===== config.mk =====
export PLATFORM = sky130hd
export DESIGN_NAME = serial_adder
export DESIGN_NICKNAME = d
export VERILOG_FILES = /design/src/rtl/serial_arith_pkg.sv /design/src/rtl/full_add.sv /design/src/rtl/serial_adder.sv
export SDC_FILE = /design/constraint.sdc
export NUM_CORES = 1
export LEC_CHECK = 0
export ABC_AREA = 1
export BUFFER_PORTS_ARGS = -buffer_cell sky130_fd_sc_hd__buf_2
export CORE_UTILIZATION = 54
export CTS_BUF_LIST = sky130_fd_sc_hd__clkbuf_4 sky130_fd_sc_hd__clkbuf_8
export CTS_CLUSTER_SIZE = 40
export DETAILED_ROUTE_END_ITERATION = 10
export GPL_TIMING_DRIVEN = 0
export PLACE_DENSITY = 0.76
export SLEW_MARGIN = 25
export SYNTH_ARGS = -nofsm -noshare
export SYNTH_HDL_FRONTEND = slang
export SYNTH_SLANG_ARGS = --single-unit

===== constraint.sdc =====
create_clock -name clk -period 1.3 [get_ports clk]
set_input_delay 0.26 -clock clk [delete_from_list [all_inputs] [get_ports clk]]
set_output_delay 0.26 -clock clk [all_outputs]
set_load 0.05 [all_outputs]

===== src/rtl/serial_arith_pkg.sv =====
// Shared types and limits for the bit-serial arithmetic units.
package serial_arith_pkg;

    localparam int unsigned SA_MAX_WIDTH = 32;

    typedef enum logic [1:0] {
        SA_IDLE,
        SA_RUN,
        SA_DONE
    } sa_state_t;

    function automatic logic sa_width_ok(input int unsigned w);
        return (w >= 1) && (w <= SA_MAX_WIDTH);
    endfunction

endpackage


===== src/rtl/full_add.sv =====
// Combinational 1-bit full-adder cell used by the serial adder datapath.
module full_add (
    input  logic a,
    input  logic b,
    input  logic cin,
    output logic s,
    output logic cout
);

    logic w_p;

    assign w_p  = a ^ b;
    assign s    = w_p ^ cin;
    assign cout = (a & b) | (cin & w_p);

endmodule


===== src/rtl/serial_adder.sv =====
// Bit-serial LSB-first adder: one full-adder cell, a carry flop, WIDTH-cycle latency.
// Optional signed-overflow output enabled by defining SERIAL_ADDER_OVF_EN.
module serial_adder
    import serial_arith_pkg::*;
#(
    parameter int unsigned WIDTH = 8
) (
    input  logic             clk,
    input  logic             rst,
    input  logic             start,
    input  logic [WIDTH-1:0] a,
    input  logic [WIDTH-1:0] b,
    output logic             busy,
    output logic             done,
    output logic [WIDTH-1:0] sum,
    output logic             cout
`ifdef SERIAL_ADDER_OVF_EN
    ,
    output logic             ovf
`endif
);

    localparam int unsigned CNT_W = $clog2(WIDTH + 1);
    localparam logic [CNT_W-1:0] LAST_BIT = CNT_W'(WIDTH - 1);

    if (!sa_width_ok(WIDTH)) begin : g_bad_width
        $error("serial_adder: WIDTH out of range");
    end

    sa_state_t        r_state;
    logic [WIDTH-1:0] r_op_a;
    logic [WIDTH-1:0] r_op_b;
    logic [WIDTH-1:0] r_res;
    logic [WIDTH-1:0] r_sum;
    logic [CNT_W-1:0] r_cnt;
    logic             r_carry;
    logic             r_busy;
    logic             r_done;
    logic             r_cout;
`ifdef SERIAL_ADDER_OVF_EN
    logic             r_ovf;
`endif

    logic             w_s;
    logic             w_co;
    logic             w_last;
    logic [WIDTH-1:0] w_res_next;

    full_add u_full_add (
        .a    (r_op_a[0]),
        .b    (r_op_b[0]),
        .cin  (r_carry),
        .s    (w_s),
        .cout (w_co)
    );

    assign w_last = (r_cnt == LAST_BIT);
    // New result bit enters at the MSB; written as a shift so WIDTH=1 stays legal.
    assign w_res_next = (r_res >> 1) | (WIDTH'(w_s) << (WIDTH - 1));

    always_ff @(posedge clk or posedge rst) begin
        if (rst) begin
            r_state <= SA_IDLE;
            r_op_a  <= '0;
            r_op_b  <= '0;
            r_res   <= '0;
            r_sum   <= '0;
            r_cnt   <= '0;
            r_carry <= 1'b0;
            r_busy  <= 1'b0;
            r_done  <= 1'b0;
            r_cout  <= 1'b0;
`ifdef SERIAL_ADDER_OVF_EN
            r_ovf   <= 1'b0;
`endif
        end else begin
            r_done <= 1'b0;
            unique case (r_state)
                SA_IDLE, SA_DONE: begin
                    if (start) begin
                        r_op_a  <= a;
                        r_op_b  <= b;
                        r_res   <= '0;
                        r_carry <= 1'b0;
                        r_cnt   <= '0;
                        r_busy  <= 1'b1;
                        r_state <= SA_RUN;
                    end else begin
                        r_state <= SA_IDLE;
                    end
                end
                SA_RUN: begin
                    r_op_a  <= r_op_a >> 1;
                    r_op_b  <= r_op_b >> 1;
                    r_res   <= w_res_next;
                    r_carry <= w_co;
                    r_cnt   <= r_cnt + 1'b1;
                    if (w_last) begin
                        r_state <= SA_DONE;
                        r_busy  <= 1'b0;
                        r_done  <= 1'b1;
                        r_sum   <= w_res_next;
                        r_cout  <= w_co;
`ifdef SERIAL_ADDER_OVF_EN
                        // r_carry is the carry into the MSB on this edge.
                        r_ovf   <= r_carry ^ w_co;
`endif
                    end
                end
                default: r_state <= SA_IDLE;
            endcase
        end
    end

    assign busy = r_busy;
    assign done = r_done;
    assign sum  = r_sum;
    assign cout = r_cout;
`ifdef SERIAL_ADDER_OVF_EN
    assign ovf  = r_ovf;
`endif

endmodule


### Yosys cells after proc, flatten, opt, wreduce, memory -nomap -nowiden

Cells that the tools add are included.

| operators by class | value |
|---|---|
| add/subtract/negate cells | 1 |
| equality and inequality tests | 5 |
| mux-type cells | 18 |
| bitwise logic cells | 6 |
| reduce and logical (&&, ||, !) cells | 6 |

Operators with widths:

| kind | number |
|---|---|
| $pmux W8 S2 | 3 |
| $mux W8 | 3 |
| $or A7 B8 Y8 | 1 |
| $pmux W4 S2 | 1 |
| $mux W1 | 6 |
| $add A4 B1 Y4 const B | 1 |
| $eq A4 B3 Y1 const B | 1 |
| $mux W4 | 1 |
| $ne A2 B2 Y1 const B | 2 |
| $pmux W1 S2 | 2 |
| $pmux W2 S2 | 1 |
| $reduce_and A2 Y1 | 2 |
| $reduce_and A3 Y1 | 1 |
| $and A1 B1 Y1 | 2 |
| $eq A2 B1 Y1 const B | 1 |
| $eq A2 B2 Y1 const B | 1 |
| $logic_not A2 Y1 | 1 |
| $mux W2 | 1 |
| $reduce_bool A2 Y1 | 1 |
| $reduce_or A2 Y1 | 1 |
| $xor A1 B1 Y1 | 2 |
| $or A1 B1 Y1 | 1 |

| storage, ports and cells | value |
|---|---|
| bits in registers | 42 |
| bits of input ports | 19 |
| output and inout bits | 11 |
| word-level logic and storage cells | 46 |

### Logic depth before layout (Yosys ltp)

| logic depth | value |
|---|---|
| word-level depth | 4 |
| mapped depth | 7 |
| gate-level depth less buffers | 6 |

### By module

A second synthesis with hierarchy kept.

| second synthesis, totals | value |
|---|---|
| cells, all modules | 219 |
| area, all modules | 1788.0 sq um |

By module, submodules not included:

| module | times used | cells each | area each (sq um) | seq. area each (sq um) |
|---|---|---|---|---|
| serial_adder | 1 | 218 | 1767.9 | 1026.0 |
| full_add | 1 | 1 | 20.0 | 0.0 |

### Worst setup path after synthesis

Ideal clock, no wire load.

| path | value |
|---|---|
| path type | flip-flop to flip-flop |
| from | register r_cnt[0] |
| to | register r_cout, in the netlist cout |
| setup time | 118 ps |
| data arrival time | 1012 ps |
| data required time | 1182 ps |
| path slack | 170 ps |
| cell stages (with the launch flop) | 7 |
| path buffers | 0 |
| clock period less this slack | 1130 ps |
| cell sequence | dfrtp_1 -> ha_1 -> nand2_1 -> nor2_1 -> nand2_1 -> nand2_1 -> nand2_1 |

| between the ends | value |
|---|---|
| word-level cells in the longest chain between the ends | 2 |

RTL lines:

| element | RTL line | source |
|---|---|---|
| start, declared | serial_adder.sv:35 | `logic [CNT_W-1:0] r_cnt;` |
| start signal, assigned | serial_adder.sv:97 | `r_cnt <= r_cnt + 1'b1;` |
| $eq A4 B3 Y1 | serial_adder.sv:57 | `assign w_last = (r_cnt == LAST_BIT);` |
| $reduce_and A2 Y1 (no source line) | -- |  |
| end signal, assigned | serial_adder.sv:103 | `r_cout <= w_co;` |
| end, declared | serial_adder.sv:39 | `logic r_cout;` |

Every way passes these cells.
A chain may end at the register's enable or synchronous reset.

### Worst setup path in the final report

| path | value |
|---|---|
| from | register r_sum[6], in the netlist sum[6] |
| to | output sum[6] |

RTL lines:

| element | RTL line | source |
|---|---|---|
| start, declared | serial_adder.sv:34 | `logic [WIDTH-1:0] r_sum;` |
| start signal, assigned | serial_adder.sv:102 | `r_sum <= w_res_next;` |
| end, declared | serial_adder.sv:15 | `output logic [WIDTH-1:0] sum,` |

No word-level cell between the ends.

==> reports/metrics.yaml <==
die_area_um2: 3530
endpoint_kind: "output port"
path_cells: "buf_2"
numCtsBuffers: 5
grt_pass1_wl_mm: 5.51
setup_viol: 0
drive_gt1_frac: 0.240
ys.warnings.count: 0
vias: 1443
core_area_um2: 3100
syn_to_final_growth_pct: 21.3
cts_tree: "yes"
synth_cells: 219
cp.required_ns: 1.04
nets: 283
r2r_slack_ns: 0.05
place_hpwl_mm: 2.18
p_leak_nw: 1.23
wl_per_cell_um: 10.9
yosysMostFrequentCell: "nand2_1"
synthesis.area_um2: 1780
postSynth.asyncResetShare: 1.00
die_w_um: 59.4
synth.top_cells.by_count: "nand2_1 (118), dfrtp_1 (41), inv_1 (25)"
synth_top_area_frac: 0.576
fin_cells: 307
period_share: 0.959
clk_path_buf_depth: 2
synth_top_cell_by_area: "dfrtp_1"
startpoint: "sum[6]"
grt_antenna_before_repair: 0
ir_drop_mv: 1.26
routed_via_density: 4.70
fill_cells: 269
register_area_um2: 1030
grt_usage: 0.218
yosys_most_used_dff: "dfrtp_1"
power.density_nw_per_um2: 2530
cp_data_arrival_time_ns: 0.99
multi_input_area_um2: 657
hold_path_depth: 3
drv_slew: 0
dp_slack_ns: -0.0458
drc_errors: 0
synth_area_per_cell_um2: 8.13
crit_path_start_kind: "register"
synth_edf_count: 0
maxCapViolCount: 0
post-place-cells: 293
gr-total-overflow: 0
grt_max_degree: 32
drt_iter0_drc: 53
gp_congestion: 0.796
final-hold-violation-count: 0
synth.area.top_cells: "dfrtp_1 (58%), nand2_1 (25%), inv_1 (5.3%)"
fin_ws_ns: 0.0534
insertion_delay_ns: 0.35
min_period_ns: 1.25
ys_types: 18
path_buf_inv: 1
n_antenna_cell: 0
fmax_mhz: 802
die_h_um: 59.4
status: "finished, final reports clean"
first_global_vias: 1283
crit_family: "flip-flops"
io_buffers: 29
finalPower_mw: 5.47
root_buffer: "clkbuf_4"
utilization: 0.696
clock_sinks: 41
max_stage_delay_ns: 0.37
r2r-end: "r_cnt[2]"
crit_slowest_cell: "dfrtp_1"
core.rowCount: 20
first_pass_iters: 4
initial_utilization: 0.574
worst_slew_pin_slew_ns: 0.246
min_path_type: "input port to register"
yosys_register_bits: 41
postRouteAntennaNets: 0
htree_levels: 2
hp-start: "a[7]"
synth_nets: 240
cp_max_fo: 2
ys_seq_area_frac: 0.576
worstReg2RegStart: "r_cnt[1]"
final.setup.tns_ns: 0
hold_end: "r_op_a[7]"
skew_ns: 0.00870
io_pins: 30
worstRegToRegCells: 5
slew_headroom: 0.836
crit_type: "register to output port"
path_clk_slew_ns: 0.11
wl_mm: 3.34
layout make-up:
type                            count  share of cell area
Multi-Input combinational cell    146               0.304
Sequential cell                    41               0.476
Clock buffer                        8              0.0278
Inverter                           27              0.0469
Timing Repair Buffer               35              0.0973
Tap cell                           44              0.0255
Buffer                              6              0.0226
worst max path at each step:
stage / cells past startpoint / end
floorplan: 1 / busy
global placement: 2 / r_op_b[5]
detailed placement: 6 / sum[2]
CTS: 6 / sum[2]
global route: 6 / sum[5]
finish: 1 / sum[6]
power breakdown:
part | leakage [nW] | switching (mW) | internal [mW]
Clock | 0.0368 | 0.393 | 0.278
Sequential | 0.514 | 0.346 | 1.84
Combinational | 0.680 | 1.71 | 0.906
metrics by stage:
step / hold WS (ns) / instance area [µm²]
after global routing: 0.101 / 2160
after floorplan: 0.377 / 1780
final: 0.101 / 2160
after CTS: 0.0872 / 2080
after detailed placement: 0.199 / 2000
after global placement: 0.452 / 1980
repair_timing:
action                     in CTS  in global routing
setup endpoints to repair      10                 28
buffers inserted                0                  4
hold endpoints to repair       10                  0
cloned                          0                  1
hold buffers                    1                  0
pin swaps                       0                  4
gates resized for setup         2                 15
cell families (layout without fill, tap and decap cells):
kind of cell / count (synthesis) / in the layout / share of synthesized area
buf+inv: 33 / 76 / 0.0794
compound gates: 9 / 9 / 0.0295
flops: 41 / 41 / 0.576
simple gates: 134 / 135 / 0.297
fa+ha+maj: 2 / 2 / 0.0183
cells in the final DEF (no fill, tap or decap):
master | Yosys | final
nor2_4 | 0 | 3
fa_1 | 1 | 1
inv_2 | 2 | 3
inv_1 | 25 | 24
nand4_1 | 1 | 1
dfrtp_2 | 0 | 1
clkbuf_4 | 0 | 12
buf_4 | 4 | 7
buf_6 | 0 | 1
or2_2 | 1 | 1
buf_2 | 2 | 27
dfrtp_1 | 41 | 40
nor2_2 | 2 | 1
nor2_1 | 6 | 4
nand2_2 | 1 | 2
nand3_1 | 4 | 4
nand2_4 | 1 | 3
dlygate4sd3_1 | 0 | 1
nand2_1 | 118 | 116
o22ai_1 | 6 | 6
a21oi_1 | 1 | 1
buf_12 | 0 | 1
ha_2 | 0 | 1
o21ai_0 | 2 | 2
state kept, by name, indices dropped and copies added (netlist names):
signal	cells
r_op_b	8
sum	8
r_op_a	8
busy	1
cout	1
r_res	7
r_cnt	4
done	1
r_carry	1
r_state	2
layer usage:
metal	GRT usage	vias up	wire length [µm]
met5	0	-	0
met3	0.0459	8	116
met4	0.133	0	79
met1	0.279	664	1520
li1	-	744	-
met2	0.340	27	1620
Note: power is estimated with default switching activity, not from simulation.
